`config.mk`:
```
export PLATFORM = sky130hd
export DESIGN_NAME = serial_frame_router
export DESIGN_NICKNAME = d
export VERILOG_FILES = /design/src/rtl/serial_frame_pkg.sv /design/src/rtl/serial_frame_router_start_detector.sv /design/src/rtl/serial_frame_router.sv
export SDC_FILE = /design/constraint.sdc
export NUM_CORES = 1
export LEC_CHECK = 0
export BUFFER_PORTS_ARGS = -buffer_cell sky130_fd_sc_hd__buf_4
export CORE_ASPECT_RATIO = 1.1
export CORE_MARGIN = 10
export CORE_UTILIZATION = 30
export CTS_CLUSTER_SIZE = 28
export DETAILED_ROUTE_END_ITERATION = 10
export PLACE_DENSITY_LB_ADDON = 0.05
export RECOVER_POWER = 25
export SETUP_SLACK_MARGIN = 0.15
export SYNTH_ARGS = -nofsm -noshare
export SYNTH_HDL_FRONTEND = slang
export SYNTH_HIERARCHICAL = 1
export SYNTH_SLANG_ARGS = --single-unit
```
`constraint.sdc`:
```
create_clock -name clk -period 1.95 [get_ports clk]
set_input_delay 0.585 -clock clk [delete_from_list [all_inputs] [get_ports clk]]
set_output_delay 0.585 -clock clk [all_outputs]
set_load 0.02 [all_outputs]
```
`src/rtl/serial_frame_pkg.sv`:
```
// Shared types, default parameters and the port-to-channel decode used by
// serial_frame_router and its start detector.
package serial_frame_pkg;

  typedef enum logic [1:0] {
    IDLE     = 2'd0,
    GET_PORT = 2'd1,
    GET_CNT  = 2'd2,
    XFER     = 2'd3
  } state_t;

  localparam int              DEF_START_LEN     = 4;
  localparam logic [3:0]      DEF_START_PATTERN = 4'b0111;
  localparam int              DEF_PORT_W        = 2;
  localparam int              DEF_NUM_CH        = 3;
  localparam int              DEF_CNT_W         = 4;
  localparam int              MAX_CH            = 32;

  // Port N selects channel bit N-1; port 0 selects nothing.
  function automatic logic [MAX_CH-1:0] onehot_port(input logic [7:0] port);
    onehot_port = (port == 8'd0) ? '0 : (MAX_CH'(1) << (port - 8'd1));
  endfunction

endpackage

```
`src/rtl/serial_frame_router_start_detector.sv`:
```
// Sliding-window start-pattern detector; the window includes the bit being
// sampled this edge so a match is reported in the same cycle it completes.
module start_detector
  import serial_frame_pkg::*;
#(
  parameter int                   START_LEN     = DEF_START_LEN,
  parameter logic [START_LEN-1:0] START_PATTERN = START_LEN'(DEF_START_PATTERN)
) (
  input  logic clk,
  input  logic rst,
  input  logic en,
  input  logic clr,
  input  logic ser_in,
  output logic match
);

  logic [START_LEN-1:0] sr_q, sr_d, sr_shift;

  // NOTE: every combinational output is given a default first so no path
  // leaves it unassigned, which would otherwise infer a latch.
  always_comb begin
    sr_shift = START_LEN'({sr_q, ser_in});
    sr_d     = sr_q;
    if (clr) begin
      sr_d = '0;
    end else if (en) begin
      sr_d = sr_shift;
    end
  end

  assign match = en && (sr_shift == START_PATTERN);

  // NOTE: state updates use non-blocking assignments so every flop samples
  // the pre-edge values regardless of block ordering.
  always_ff @(posedge clk or negedge rst) begin
    if (!rst) begin
      sr_q <= '0;
    end else begin
      sr_q <= sr_d;
    end
  end

endmodule

```
`src/rtl/serial_frame_router.sv`:
```
// Serial frame router: finds a start pattern, reads port and length fields,
// then forwards the payload bits with a one-hot channel select.
module serial_frame_router
  import serial_frame_pkg::*;
#(
  parameter int                   START_LEN     = DEF_START_LEN,
  parameter logic [START_LEN-1:0] START_PATTERN = START_LEN'(DEF_START_PATTERN),
  parameter int                   PORT_W        = DEF_PORT_W,
  parameter int                   NUM_CH        = DEF_NUM_CH,
  parameter int                   CNT_W         = DEF_CNT_W
) (
  input  logic              clk,
  input  logic              rst,
  input  logic              ser_in,
  output logic              ser_out,
  output logic              ser_valid,
  output logic [NUM_CH-1:0] ch_sel,
  output logic              busy,
  output logic              done,
  output logic              frame_err,
  output logic [PORT_W-1:0] port_o
);

  localparam int FIELD_W = (PORT_W > CNT_W) ? PORT_W : CNT_W;
  localparam int BC_W    = $clog2(FIELD_W + 1);

  state_t              state_q, state_d;
  logic [BC_W-1:0]     bit_cnt_q, bit_cnt_d;
  logic [FIELD_W-1:0]  acc_q, acc_d, acc_shift;
  logic [PORT_W-1:0]   port_q, port_d, port_field;
  logic [CNT_W-1:0]    cnt_field;
  logic                port_ok_q, port_ok_d;
  logic [CNT_W-1:0]    remaining_q, remaining_d;
  logic                ser_out_q, ser_out_d;
  logic                ser_valid_q, ser_valid_d;
  logic [NUM_CH-1:0]   ch_sel_q, ch_sel_d;
  logic                done_q, done_d;
  logic                frame_err_q, frame_err_d;
  logic                match, det_en, det_clr;

  start_detector #(
    .START_LEN     (START_LEN),
    .START_PATTERN (START_PATTERN)
  ) u_start_detector (
    .clk    (clk),
    .rst    (rst),
    .en     (det_en),
    .clr    (det_clr),
    .ser_in (ser_in),
    .match  (match)
  );

  always_comb begin
    state_d     = state_q;
    bit_cnt_d   = bit_cnt_q;
    acc_shift   = FIELD_W'({acc_q, ser_in});
    acc_d       = acc_q;
    port_field  = acc_shift[PORT_W-1:0];
    cnt_field   = acc_shift[CNT_W-1:0];
    port_d      = port_q;
    port_ok_d   = port_ok_q;
    remaining_d = remaining_q;
    ser_out_d   = 1'b0;
    ser_valid_d = 1'b0;
    ch_sel_d    = '0;
    done_d      = 1'b0;
    frame_err_d = 1'b0;

    case (state_q)
      IDLE: begin
        if (match) begin
          state_d   = GET_PORT;
          bit_cnt_d = '0;
          acc_d     = '0;
        end
      end

      GET_PORT: begin
        acc_d     = acc_shift;
        bit_cnt_d = bit_cnt_q + BC_W'(1);
        if (bit_cnt_q == BC_W'(PORT_W - 1)) begin
          port_d    = port_field;
          port_ok_d = (port_field != '0) && (int'(port_field) <= NUM_CH);
          bit_cnt_d = '0;
          acc_d     = '0;
          state_d   = GET_CNT;
        end
      end

      GET_CNT: begin
        acc_d     = acc_shift;
        bit_cnt_d = bit_cnt_q + BC_W'(1);
        if (bit_cnt_q == BC_W'(CNT_W - 1)) begin
          remaining_d = cnt_field;
          bit_cnt_d   = '0;
          acc_d       = '0;
          if (cnt_field == '0) begin
            done_d      = 1'b1;
            frame_err_d = !port_ok_q;
            state_d     = IDLE;
          end else begin
            state_d = XFER;
          end
        end
      end

      XFER: begin
        remaining_d = remaining_q - CNT_W'(1);
        if (port_ok_q) begin
          ser_out_d   = ser_in;
          ser_valid_d = 1'b1;
          ch_sel_d    = NUM_CH'(onehot_port(8'(port_q)));
        end
        // remaining is at least 1 on entry, so exiting at 1 never underflows.
        if (remaining_q == CNT_W'(1)) begin
          done_d      = 1'b1;
          frame_err_d = !port_ok_q;
          state_d     = IDLE;
        end
      end

      default: state_d = IDLE;
    endcase

    det_en  = (state_q == IDLE);
    det_clr = (state_q != IDLE) && (state_d == IDLE);
  end

  // NOTE: every flop, including the held port field, is cleared by reset so
  // an abandoned frame leaves no stale status behind.
  always_ff @(posedge clk or negedge rst) begin
    if (!rst) begin
      state_q     <= IDLE;
      bit_cnt_q   <= '0;
      acc_q       <= '0;
      port_q      <= '0;
      port_ok_q   <= 1'b0;
      remaining_q <= '0;
      ser_out_q   <= 1'b0;
      ser_valid_q <= 1'b0;
      ch_sel_q    <= '0;
      done_q      <= 1'b0;
      frame_err_q <= 1'b0;
    end else begin
      state_q     <= state_d;
      bit_cnt_q   <= bit_cnt_d;
      acc_q       <= acc_d;
      port_q      <= port_d;
      port_ok_q   <= port_ok_d;
      remaining_q <= remaining_d;
      ser_out_q   <= ser_out_d;
      ser_valid_q <= ser_valid_d;
      ch_sel_q    <= ch_sel_d;
      done_q      <= done_d;
      frame_err_q <= frame_err_d;
    end
  end

  assign ser_out   = ser_out_q;
  assign ser_valid = ser_valid_q;
  assign ch_sel    = ch_sel_q;
  assign done      = done_q;
  assign frame_err = frame_err_q;
  assign port_o    = port_q;
  assign busy      = (state_q != IDLE);

endmodule

```
# == Yosys cells after proc, flatten, opt, wreduce, memory -nomap -nowiden ==
# Cells that the tools add are included.
# classes
n_addsub,3
n_eq_ne,9
shift,1
n_mux,33
reduce_logical,15
# op_table
op,count
2-to-1 mux 3 bit,11
one-hot mux 3 bit (3 select lines),2
2-to-1 mux 1 bit,10
2-to-1 mux 2 bit,5
one-hot mux 2 bit (4 select lines),1
one-hot mux 4 bit (2 select lines),1
nonzero test 2 bit,4
left shift 1 x 8 -> 3 bit (first input constant),1
zero test 2 bit,3
AND reduction 2 bit,3
== test 2 bit (second input constant),2
== test 4 x 1 -> 1 bit (second input constant),1
== test 4 x 3 -> 1 bit (second input constant),1
zero test 4 bit,1
2-to-1 mux 4 bit,1
inequality test 2 bit (second input constant),2
one-hot mux 1 bit (2 select lines),2
subtractor 4 x 1 -> 4 bit (second input constant),1
adder 3 x 1 -> 3 bit (second input constant),1
== test 3 x 1 -> 1 bit (second input constant),1
== test 3 x 2 -> 1 bit (second input constant),1
nonzero test 3 bit,1
subtractor 2 x 1 -> 3 bit (second input constant),1
== test 2 x 1 -> 1 bit (second input constant),1
2 further kinds,3
# totals
regBits,25
in_bits,3
out_inout_bits,10
wordCells,73

# == Logic depth before layout (Yosys ltp) ==
# logic_depth
ltp_word,7
ltp_mapped,9

# == Hierarchy ==
# Netlist, hierarchy kept.
# modules_own_cells
module,instances,cells_per_inst,area_per_inst_um2,seq_area_each_um2
serial_frame_router,1,121,1232.4,550.5
start_detector,1,11,126.4,75.1

# == Worst setup path after synthesis ==
# OpenSTA, ideal clock, no wires.
# synth_timing
path_type,register to register
from,register state_q[0]
to,register acc_q[0]
setup_time_ns,0.066
t_arrival_ns,1.824
required_ns,1.884
slack_ns,0.060
stages_incl_launch_ff,9
n_path_buf,0
synth_period_minus_slack_ns,1.890
path_cell_list,dfrtp_1 > inv_1 > ha_1 > nand4_1 > nor2_1 > inv_1 > a21oi_1 > o211a_1 > a22o_1
# synth_between
elab_chain_cells,4
# synth_rtl
item,line_no,text
"start, declared",serial_frame_router.sv:27,"state_t state_q, state_d;"
"start signal, assigned",serial_frame_router.sv:145,state_q <= state_d;
zero test 2 bit,serial_frame_router.sv:125,det_en = (state_q == IDLE);
via det_en,serial_frame_router.sv:39,"logic match, det_en, det_clr;"
logical AND 1 bit,serial_frame_router_start_detector.sv:31,assign match = en && (sr_shift == START_PATTERN);
via match,serial_frame_router.sv:39,
inequality test 2 bit (no source line),--,
AND reduction 2 bit (no source line),--,
"end signal, assigned",serial_frame_router.sv:135,acc_q <= '0;
"end signal, assigned",serial_frame_router.sv:147,acc_q <= acc_d;
"end, declared",serial_frame_router.sv:29,"logic [FIELD_W-1:0] acc_q, acc_d, acc_shift;"
# The timed path passes the listed nets, and every way through them passes these cells.
# A chain may end at the register's enable or synchronous reset.

# == Worst setup path in the final report ==
# layout_timing
from,register state_q[1]
to,output port busy
# layout_between
elab_chain_cells,1
# layout_rtl
item,line_no,text
nonzero test 2 bit,serial_frame_router.sv:165,assign busy = (state_q != IDLE);
"end, declared",serial_frame_router.sv:18,"output logic busy,"
# No other way between the ends.

==> results.json <==
{
  "period_share_pct": 88.0,
  "drive_gt1_share_pct": 29.5,
  "antenna_found_initial": 0,
  "critPathKind": "flip-flop to output port",
  "cp_slowest_stage_delay_ps": 400,
  "yosysWarnings": 6,
  "synth-edff-count": 0,
  "grt_max_degree": 26,
  "gp_congestion": 0.814,
  "min_period_ps": 1720,
  "synthAdderAreaFrac_pct": 10.1,
  "dp.cells": 201,
  "synth_ff_type": "dfrtp_1",
  "regToRegStartpoint": "bit_cnt_q[1]",
  "finalHoldViolCount": 0,
  "die_x_um": 84.2,
  "wl_per_cell_um": 14.4,
  "status": "finished, final reports clean",
  "area_growth_syn_to_layout_pct": 25.4,
  "setup_viol": 0,
  "hpwlAfterDp_um": 2220,
  "core_area_mm2": 0.00435,
  "syn_area_mm2": 0.00136,
  "slowest_stage": "dfrtp_1",
  "drt_iter0_drc": 71,
  "syn_nets": 146,
  "synth-xor-area-share_pct": 0,
  "clock_sinks": 25,
  "finalWirelength_um": 3020,
  "path_clk_slew_ps": 90,
  "grt_usage_pct": 7.93,
  "min-delay-start": "port_o[1]",
  "max_clock_freq_mhz": 582,
  "synth_seq_cells": 25,
  "max-slew-margin-rel_pct": 12.5,
  "grt_pass1_vias": 1084,
  "io_pins": 13,
  "power_density_mw_per_mm2": 1270,
  "cp.arrival_ps": 1130,
  "synth_mux_area_share_pct": 3.87,
  "maxSlewViolCount": 0,
  "crit_start": "state_q[1]",
  "setup_tns_ps": 0,
  "vias": 1045,
  "clk_path_buf_depth": 2,
  "rsz0062_at_grt": "yes",
  "num_antenna_cells": 0,
  "synth_top_family_by_area": "compound AO/OA/AOI/OAI gates",
  "synth-compound-area-share_pct": 18.0,
  "clock_latency_ps": 260,
  "synth-async-reset-ratio_pct": 100,
  "portBuffers": 12,
  "hp-class": "flip-flop to flip-flop",
  "design.die.area_mm2": 0.00762,
  "htree_levels": 1,
  "power.leakage_nw": 0.798,
  "max-vdd-ir-drop_mv": 0.595,
  "die_h_um": 90.6,
  "tritoncts": "done",
  "root_buffer": "clkbuf_8",
  "gr-total-overflow": 0,
  "cap_violations": 0,
  "rows": 25,
  "start_kind": "flip-flop",
  "drtPass1Iterations": 4,
  "vias_per_cell": 4.98,
  "fin_nets": 171,
  "cp_max_fo": 3,
  "cp.required_ps": 1360,
  "synth_area_per_cell_um2": 10.3,
  "grt_first_pass_wirelength_um": 5100,
  "path_cells": "inv_2, ha_4, buf_6, inv_2, buf_6",
  "yosysSeqAreaShare_pct": 46.0,
  "fin_cells": 210,
  "ant_nets": 0,
  "drc": 0,
  "start_util_pct": 31.3,
  "endpoint_kind": "output port",
  "tightest_slew_ps": 1310,
  "syn_inst": 132,
  "cts_inserted_buffers": 3,
  "yosysUniqueCellTypes": 38,
  "skew_ps": 4.89,
  "finish.utilization_pct": 39.2,
  "synthSimpleGateAreaFrac_pct": 17.9
}
-- power breakdown --
| group | internal, W | total [W] | switching [W] | leakage [nW] |
|---|---|---|---|---|
| sequential | 0.000633 | 0.000745 | 0.000113 | 0.324 |
| clock | 0.000143 | 0.000300 | 0.000158 | 0.0255 |
| combinational | 0.000507 | 0.00112 | 0.000616 | 0.449 |
| total | 0.00128 | 0.00217 | 0.000887 | 0.798 |
-- critical path: cells and delay by family, from the launching register on --
family                     cells  cell delay (ps)
buffers and inverters          4              330
DFF                            1              400
adders and majority gates      1              140
-- per-layer routing --
metal | wire length (um) | global-route usage (%) | vias to the layer above
li1 | - | - | 514
met1 | 1320 | 9.33 | 503
met2 | 1510 | 13.0 | 24
met3 | 147 | 2.26 | 4
met4 | 42 | 3.35 | 0
met5 | 0 | 0 | -
-- area by class of cell --
cell class | count | area (um^2)
Fill cell | 427 | 2640
Clock buffer | 3 | 41.3
Inverter | 11 | 41.3
Timing Repair Buffer | 23 | 176
Multi-Input combinational cell | 93 | 747
Tap cell | 54 | 67.6
Clock inverter | 1 | 5.00
Sequential cell | 25 | 626
-- cell usage in the layout, fill, tap and decap left out, types with 2 or more instances in the layout --
master / n
mux2i_1: 3
o21ai_0: 9
nand2b_1: 2
nand3b_1: 3
o31ai_1: 3
dfrtp_1: 25
nor2_2: 2
mux2_2: 2
ha_4: 3
nand3_1: 5
a22o_1: 4
and2_1: 4
o21a_1: 2
inv_2: 4
and3_1: 2
inv_1: 7
clkbuf_8: 3
a21oi_1: 4
o22ai_1: 2
nor2_1: 10
ha_1: 7
buf_6: 2
buf_4: 20
nand2_1: 7
-- through the flow --
step	instance area [um^2]	worst slack [ps]	total power, W	hold WS (ps)
CTS	1630	143	0.00211	209
global placement	1550	116	0.00173	477
finish	1700	233	0.00217	505
detailed placement	1550	89.1	0.00172	493
global route	1700	124	0.00236	553
floorplan	1360	158	0.00138	289
-- synth_stat cells (all sizes together) (2+ instances only) --
cell / instances / area [um^2]
mux2i: 3 / 30.0
o22ai: 2 / 12.5
and2: 4 / 25.0
nand2b: 2 / 12.5
mux2: 2 / 22.5
buf: 2 / 10.0
a21oi: 4 / 20.0
nand2: 7 / 26.3
nor2: 12 / 45.0
inv: 11 / 41.3
dfrtp: 25 / 626
o31ai: 3 / 22.5
and3: 2 / 12.5
nand3b: 3 / 22.5
o21a: 2 / 15.0
o21ai: 9 / 45.0
a22o: 4 / 35.0
a21o: 2 / 16.3
nand3: 5 / 25.0
nor3b: 2 / 20.0
ha: 11 / 138
-- final timing paths --
| path | to | slack [ps] | cells past startpoint |
|---|---|---|---|
| setup / recovery | busy | 230 | 5 |
| hold / removal | ch_sel[0] | 510 | 1 |
| max in group asynchronous | remaining_q[0] | 590 | 1 |
| setup reg to reg | u_start_detector/sr_q[2] | 240 | 7 |
| hold reg to reg | ch_sel[0] | 510 | 1 |
| min in group asynchronous | ch_sel[0] | 590 | 1 |
-- logic make-up after synthesis --
kind of cell | Yosys count
adder cells (fa/ha/maj) | 11
AND/OR/NAND/NOR | 42
multiplexers | 5
buffers and inverters | 14
flip-flops | 25
AO/OA/AOI/OAI | 35
-- flip-flops by register name, indices dropped and copies added, names as in the netlist --
name	flops
u_start_detector/sr_q	3
ser_valid	1
port_ok_q	1
bit_cnt_q	3
remaining_q	4
port_o	2
ch_sel	3
frame_err	1
state_q	2
acc_q	3
done	1
ser_out	1
-- what timing repair did --
item                                    CTS  global route
hold buffers                              0             0
gates resized for setup                   4            14
gates cloned                              0             0
endpoints found under the hold margin     0             0
endpoints found under the setup margin    4            12
setup buffers                             3             2
pin swaps                                 1             3
Note: power is estimated with default switching activity, not from simulation.
